===== src/rtl/sync_deframer_if.sv =====
// Bit-stream input and byte-stream output bundle of the sync deframer.
// The deframer takes master; the bit source and byte consumer side takes slave.
interface sync_deframer_if;
  logic       bit_valid;
  logic       bit_in;
  logic       byte_ready;
  logic [7:0] byte_data;
  logic       byte_valid;
  logic       frame_start;
  logic       locked;
  logic       sync_loss;
  logic       overflow;

  modport master (
    input  bit_valid, bit_in, byte_ready,
    output byte_data, byte_valid, frame_start, locked, sync_loss, overflow
  );

  modport slave (
    output bit_valid, bit_in, byte_ready,
    input  byte_data, byte_valid, frame_start, locked, sync_loss, overflow
  );
endinterface


===== src/rtl/sync_deframer.sv =====
// Hunts for a sync byte in an LSB-first bit stream, then emits fixed-length payload
// frames as bytes over valid/ready, flywheeling through up to MAX_MISS-1 bad sync bytes.
module sync_deframer #(
  parameter logic [7:0]  SYNC_WORD = 8'h9F,
  parameter int unsigned FRAME_LEN = 16,
  parameter int unsigned MAX_MISS  = 3
) (
  input  logic           clk,
  input  logic           reset,
  sync_deframer_if.master bus
);

  typedef enum logic [1:0] {HUNT, PAYLOAD, VERIFY} state_e;

  localparam logic [7:0] LAST_BYTE = 8'(FRAME_LEN - 1);
  localparam logic [3:0] LAST_MISS = 4'(MAX_MISS - 1);

  state_e     state_q, state_d;
  logic [7:0] window_q, window_d;
  logic [2:0] bit_cnt_q, bit_cnt_d;
  logic [7:0] byte_cnt_q, byte_cnt_d;
  logic [3:0] miss_cnt_q, miss_cnt_d;
  logic [3:0] hunt_fill_q, hunt_fill_d;
  logic [7:0] byte_data_q, byte_data_d;
  logic       byte_valid_q, byte_valid_d;
  logic       frame_start_q, frame_start_d;
  logic       sync_loss_q, sync_loss_d;
  logic       overflow_q, overflow_d;

  logic       byte_done;
  logic       byte_first;
  logic       xfer;

  // State register and all datapath registers
  always_ff @(posedge clk) begin
    if (reset) begin
      state_q       <= HUNT;
      window_q      <= '0;
      bit_cnt_q     <= '0;
      byte_cnt_q    <= '0;
      miss_cnt_q    <= '0;
      hunt_fill_q   <= '0;
      byte_data_q   <= '0;
      byte_valid_q  <= 1'b0;
      frame_start_q <= 1'b0;
      sync_loss_q   <= 1'b0;
      overflow_q    <= 1'b0;
    end else begin
      // NOTE: non-blocking so every register samples the pre-edge value of every other.
      state_q       <= state_d;
      window_q      <= window_d;
      bit_cnt_q     <= bit_cnt_d;
      byte_cnt_q    <= byte_cnt_d;
      miss_cnt_q    <= miss_cnt_d;
      hunt_fill_q   <= hunt_fill_d;
      byte_data_q   <= byte_data_d;
      byte_valid_q  <= byte_valid_d;
      frame_start_q <= frame_start_d;
      sync_loss_q   <= sync_loss_d;
      overflow_q    <= overflow_d;
    end
  end

  // Next-state: shift window, count bits/bytes/misses, walk HUNT/PAYLOAD/VERIFY
  always_comb begin
    // NOTE: every output gets a default first, so no path can infer a latch.
    state_d     = state_q;
    window_d    = window_q;
    bit_cnt_d   = bit_cnt_q;
    byte_cnt_d  = byte_cnt_q;
    miss_cnt_d  = miss_cnt_q;
    hunt_fill_d = hunt_fill_q;
    byte_done   = 1'b0;
    byte_first  = 1'b0;
    if (bus.bit_valid) begin
      window_d = {bus.bit_in, window_q[7:1]};
      case (state_q)
        HUNT: begin
          // hunt_fill guard keeps stale window bits from forming a false sync
          if (hunt_fill_q >= 4'd7 && window_d == SYNC_WORD) begin
            state_d    = PAYLOAD;
            bit_cnt_d  = '0;
            byte_cnt_d = '0;
            miss_cnt_d = '0;
          end else if (hunt_fill_q != 4'd8) begin
            hunt_fill_d = hunt_fill_q + 4'd1;
          end
        end
        PAYLOAD: begin
          bit_cnt_d = bit_cnt_q + 3'd1;
          if (bit_cnt_q == 3'd7) begin
            byte_done  = 1'b1;
            byte_first = (byte_cnt_q == 8'd0);
            if (byte_cnt_q == LAST_BYTE) begin
              byte_cnt_d = '0;
              state_d    = VERIFY;
            end else begin
              byte_cnt_d = byte_cnt_q + 8'd1;
            end
          end
        end
        VERIFY: begin
          bit_cnt_d = bit_cnt_q + 3'd1;
          if (bit_cnt_q == 3'd7) begin
            if (window_d == SYNC_WORD) begin
              miss_cnt_d = '0;
              state_d    = PAYLOAD;
            end else if (miss_cnt_q == LAST_MISS) begin
              miss_cnt_d  = '0;
              hunt_fill_d = '0;
              state_d     = HUNT;
            end else begin
              miss_cnt_d = miss_cnt_q + 4'd1;
              state_d    = PAYLOAD;
            end
          end
        end
        default: state_d = HUNT;
      endcase
    end
  end

  assign xfer = byte_valid_q & bus.byte_ready;

  // Outputs: single-entry byte register with drop-on-full, loss pulse
  always_comb begin
    byte_data_d   = byte_data_q;
    byte_valid_d  = byte_valid_q;
    frame_start_d = frame_start_q;
    overflow_d    = overflow_q;
    sync_loss_d   = (state_q == VERIFY) && (state_d == HUNT);
    if (byte_done) begin
      if (!byte_valid_q || xfer) begin
        byte_data_d   = window_d;
        frame_start_d = byte_first;
        byte_valid_d  = 1'b1;
      end else begin
        overflow_d = 1'b1;
      end
    end else if (xfer) begin
      byte_valid_d = 1'b0;
    end
  end

  assign bus.byte_data   = byte_data_q;
  assign bus.byte_valid  = byte_valid_q;
  assign bus.frame_start = frame_start_q;
  assign bus.locked      = (state_q != HUNT);
  assign bus.sync_loss   = sync_loss_q;
  assign bus.overflow    = overflow_q;

endmodule


===== src/flat_wrapper.sv =====
// flat-port wrapper written by rule: the top's interface ports become plain ports
module sync_deframer_flat 
#(
  parameter logic [7:0]  SYNC_WORD = 8'h9F,
  parameter int unsigned FRAME_LEN = 16,
  parameter int unsigned MAX_MISS  = 3
)
  (clk, reset, bus_bit_valid, bus_bit_in, bus_byte_ready, bus_byte_data, bus_byte_valid, bus_frame_start, bus_locked, bus_sync_loss, bus_overflow);
  sync_deframer_if bus_i ();
  input  logic clk;
  input  logic reset;
  input wire logic [$bits(bus_i.bit_valid)-1:0] bus_bit_valid;
  input wire logic [$bits(bus_i.bit_in)-1:0] bus_bit_in;
  input wire logic [$bits(bus_i.byte_ready)-1:0] bus_byte_ready;
  output wire logic [$bits(bus_i.byte_data)-1:0] bus_byte_data;
  output wire logic [$bits(bus_i.byte_valid)-1:0] bus_byte_valid;
  output wire logic [$bits(bus_i.frame_start)-1:0] bus_frame_start;
  output wire logic [$bits(bus_i.locked)-1:0] bus_locked;
  output wire logic [$bits(bus_i.sync_loss)-1:0] bus_sync_loss;
  output wire logic [$bits(bus_i.overflow)-1:0] bus_overflow;
  assign bus_i.bit_valid = bus_bit_valid;
  assign bus_i.bit_in = bus_bit_in;
  assign bus_i.byte_ready = bus_byte_ready;
  assign bus_byte_data = bus_i.byte_data;
  assign bus_byte_valid = bus_i.byte_valid;
  assign bus_frame_start = bus_i.frame_start;
  assign bus_locked = bus_i.locked;
  assign bus_sync_loss = bus_i.sync_loss;
  assign bus_overflow = bus_i.overflow;
  sync_deframer #(.SYNC_WORD(SYNC_WORD), .FRAME_LEN(FRAME_LEN), .MAX_MISS(MAX_MISS)) u_core (.clk(clk), .reset(reset), .bus(bus_i));
endmodule

===== config.mk =====
export PLATFORM = sky130hd
export DESIGN_NAME = sync_deframer_flat
export DESIGN_NICKNAME = d
export VERILOG_FILES = /design/src/rtl/sync_deframer_if.sv /design/src/rtl/sync_deframer.sv /design/src/flat_wrapper.sv
export SDC_FILE = /design/constraint.sdc
export NUM_CORES = 1
export LEC_CHECK = 0
export CAP_MARGIN = 25
export CELL_PAD_IN_SITES_DETAIL_PLACEMENT = 1
export CELL_PAD_IN_SITES_GLOBAL_PLACEMENT = 1
export CORE_MARGIN = 5
export CORE_UTILIZATION = 40
export CTS_CLUSTER_DIAMETER = 120
export DETAILED_ROUTE_END_ITERATION = 10
export GPL_TIMING_DRIVEN = 0
export PLACE_DENSITY_LB_ADDON = 0.1
export SLEW_MARGIN = 20
export SYNTH_ARGS = -nofsm -noshare
export SYNTH_HDL_FRONTEND = slang
export SYNTH_SLANG_ARGS = --single-unit

===== constraint.sdc =====
create_clock -name clk -period 5.72 [get_ports clk]
set_clock_uncertainty 0.2 [all_clocks]
set_input_delay 0.572 -clock clk [delete_from_list [all_inputs] [get_ports clk]]
set_output_delay 0.572 -clock clk [all_outputs]
set_load 0.01 [all_outputs]

==> impl_summary.log <==
INFO  metric grt_pass1_wl = ~10 mm
INFO  metric drt_iter0_markers = 65
INFO  metric route.antenna.remaining_nets = 0
INFO  metric ys_seq_elements = a little over 40
INFO  metric effective_utilization_at_floorplan = 0.414
INFO  metric num-nets-final = roughly 290
INFO  metric worst_setup_path_start_kind = flop
INFO  metric worstHoldPathType = reg -> reg
INFO  metric drc_errors = 0
INFO  metric die_height = roughly 83 um
INFO  metric syn-instance-count = between 200 and 250
INFO  metric gr-usage-all-layers = 0.170
INFO  metric synth-main-ff-cell = sky130_fd_sc_hd__dfxtp_1
INFO  metric final_layout_size_suffix_gt1_frac = 0.0889
INFO  metric holdBufCountCts = 0
INFO  metric cts_setup_buffers = 0
INFO  metric syn_area = 0.00214 mm^2
INFO  metric via_count = about 1900
INFO  metric final_period_minus_worst_setup_slack = around 2.6 ns
INFO  metric globalRouteOverflowTotal = 0
INFO  metric cts_root_buffer = sky130_fd_sc_hd__clkbuf_8
INFO  metric hpwl = roughly 4.1 mm
INFO  metric synth_warnings = 0
INFO  metric core = 0.00517 mm^2
INFO  metric tritoncts = done
INFO  metric floorplan.die.width = between 80 and 90 um
INFO  metric yosysUniqueCellTypes = 45
INFO  metric slew_violations = 0
INFO  metric io_buffers = 17
INFO  metric ioPinCount = 18
INFO  metric setup_viol = 0
INFO  metric async_reset_ff_frac = 0
INFO  metric worst_slew_margin_rel = 0.623
INFO  metric worstMarginPinSlew = 0.561 ns
INFO  metric post_drt_via_cell_ratio = 5.64
INFO  metric maximum_fanout_along_the_worst_path = 10
INFO  metric cp.arrival = about 1.9 ns
INFO  metric final.period_utilization = 0.461
INFO  metric h-tree-depth = 2
INFO  metric globalplace.congestion = 0.803
INFO  metric drt_wl_total = 5.60 mm
INFO  metric crit_required = just under 5 ns
INFO  metric initial_antenna_violation_count = 0
INFO  metric cts_resized = 0
INFO  metric clock-sinks = 41
INFO  metric clock_insertion_delay_worst_skew = approximately 0.3 ns
INFO  metric p_leak = roughly 0.00090 uW
INFO  metric final-hold-violation-count = 0
INFO  metric power.density = 222 mW/mm^2
INFO  metric clockBufferDepth = 2
INFO  metric full_die_area = a little under 0.007 mm^2
INFO  metric final-instance-count-excl-fill = 340
INFO  metric clk_pin_slew = approximately 0.09 ns
INFO  metric maximum_number_of_pins_on_one_net_before_global_route_repair = 15
INFO  metric power.ir.vdd_worst = roughly 0.00012 V
INFO  metric finalCoreUtilization = 0.486
INFO  metric synth.yosys.seq_area_share = 0.383
INFO  metric first_global_vias = a little over 2000
INFO  metric synth_edf_count = 0
INFO  metric flow.area_growth_from_synthesis = 17.4%
INFO  metric dp_cells = 332
INFO  metric route.detailed.wl_per_inst = between 15 and 20 um
INFO  metric antennaDiodeCount = 0
INFO  metric status = finished, final reports clean
INFO  metric rsz0062_at_grt = no
INFO  metric setup_crit_path_kind = reg -> out
INFO  metric drv.max_cap_violation_count = 0
INFO  metric achievable_freq = about 380 MHz
INFO  metric placementRows = 26
INFO  metric worst_setup_path_end_kind = output port
INFO  metric setup-tns-final = 0 ns
INFO  metric post_synth.cell_area_avg = ~9 um^2
INFO  metric cts-buffers-inserted = 5
INFO  metric syn-num-nets = between 200 and 300
INFO  metric first_pass_iters = 4
## sequential cells by signal, indices dropped and copies added, names as in the netlist
register                flops
u_core.miss_cnt_q           4
u_core.byte_cnt_q           8
u_core.bus.frame_start      1
u_core.bit_cnt_q            3
u_core.bus.sync_loss        1
u_core.window_q             8
u_core.state_q              2
u_core.bus.byte_data        8
u_core.bus.overflow         1
u_core.hunt_fill_q          4
u_core.bus.byte_valid       1
## stage by stage
| stage | area (um^2) | worst slack [ns] | hold WS, ns | power, uW |
|---|---|---|---|---|
| after floorplan | 2140 | 3.78 | 0.253 | 314 |
| after detailed placement | 2400 | 2.83 | 0.266 | 325 |
| after CTS | 2520 | 3.06 | 0.291 | 567 |
| after global placement | 2400 | 2.86 | 0.261 | 324 |
| final | 2520 | 3.08 | 0.281 | 559 |
| after global routing | 2520 | 2.93 | 0.310 | 583 |
## critical path: stages, from the launching register on
cell	delay [ns]
sky130_fd_sc_hd__dfxtp_1	0.39
sky130_fd_sc_hd__inv_1	0.10
sky130_fd_sc_hd__ha_1	0.19
sky130_fd_sc_hd__buf_2	0.19
sky130_fd_sc_hd__inv_1	0.14
sky130_fd_sc_hd__clkdlybuf4s50_1	0.56
## layer usage
metal	up-vias	share of wire	global-route usage	wire, um
met4	0	0.0098	0.0565	55
met2	26	0.47	0.279	2610
met1	932	0.50	0.223	2780
li1	955	-	-	-
met5	-	0	0	0
met3	5	0.027	0.0297	153
## cell usage in the layout, fill, tap and decap left out, types with 6 or more instances in the layout
cell and instances:
sky130_fd_sc_hd__a211oi_1 14, sky130_fd_sc_hd__a21oi_1 13, sky130_fd_sc_hd__buf_2 6, sky130_fd_sc_hd__clkbuf_1 8
sky130_fd_sc_hd__clkdlybuf4s50_1 17, sky130_fd_sc_hd__dfxtp_1 41, sky130_fd_sc_hd__ha_1 12, sky130_fd_sc_hd__inv_1 15
sky130_fd_sc_hd__mux2i_1 8, sky130_fd_sc_hd__nand2b_1 6, sky130_fd_sc_hd__nand3_1 11, sky130_fd_sc_hd__nand4b_1 6
sky130_fd_sc_hd__nor2_1 28, sky130_fd_sc_hd__o21ai_0 13, sky130_fd_sc_hd__or4_1 6
## worst paths after layout
path,start,to,slack (ns),cells after the start
max,u_core.state_q[0],bus_locked,3.08,5
min,u_core.bus.overflow,u_core.bus.overflow,0.28,2
max reg2reg,u_core.bit_cnt_q[0],u_core.bus.byte_data[7],3.33,7
min reg2reg,u_core.bus.overflow,u_core.bus.overflow,0.28,2
## report_power, final
group          switching [uW]  total, uW  internal (uW)
clock                     110        241            131
combinational            17.5       28.0           10.4
sequential               2.38        290            288
## Yosys cell counts (2+ instances only)
cell	n	area (um^2)
sky130_fd_sc_hd__and4_1	2	17.5
sky130_fd_sc_hd__o21ai_0	13	65.1
sky130_fd_sc_hd__a31oi_1	2	12.5
sky130_fd_sc_hd__nand4_1	4	25.0
sky130_fd_sc_hd__dfxtp_1	41	821
sky130_fd_sc_hd__mux2_2	2	22.5
sky130_fd_sc_hd__nor4_1	2	12.5
sky130_fd_sc_hd__o311ai_0	3	26.3
sky130_fd_sc_hd__nand2_1	5	18.8
sky130_fd_sc_hd__nor2b_1	3	18.8
sky130_fd_sc_hd__nand3_1	11	55.1
sky130_fd_sc_hd__nand2b_1	6	37.5
sky130_fd_sc_hd__nand4b_1	6	52.6
sky130_fd_sc_hd__ha_1	12	150
sky130_fd_sc_hd__or4_1	6	45.0
sky130_fd_sc_hd__nor2_1	28	105
sky130_fd_sc_hd__or4b_2	2	20.0
sky130_fd_sc_hd__a211oi_1	14	105
sky130_fd_sc_hd__buf_2	6	30.0
sky130_fd_sc_hd__mux2i_1	8	80.1
sky130_fd_sc_hd__nor3_1	5	25.0
sky130_fd_sc_hd__and3_1	5	31.3
sky130_fd_sc_hd__o21bai_1	2	15.0
sky130_fd_sc_hd__a32oi_1	2	17.5
sky130_fd_sc_hd__a21oi_1	13	65.1
sky130_fd_sc_hd__inv_1	15	56.3
sky130_fd_sc_hd__o31ai_1	2	15.0
sky130_fd_sc_hd__clkbuf_1	8	30.0
## logic make-up after synthesis
group,synth area share
fa+ha+maj,0.0701
buf+inv,0.0543
mux,0.0479
flops,0.383
compound gates,0.183
simple gates,0.262
## cell type report
| cell class | instances | area (um^2) |
|---|---|---|
| fillers | 615 | 2660 |
| multi-input cells | 175 | 1210 |
| flip-flops and latches | 41 | 821 |
| repair buffers | 17 | 170 |
| well taps | 70 | 87.6 |
| clock buffers | 5 | 68.8 |
| plain buffers | 14 | 60.1 |
| inverters | 15 | 56.3 |
| clock inverters | 3 | 46.3 |
Note: power is estimated with default switching activity, not from simulation.
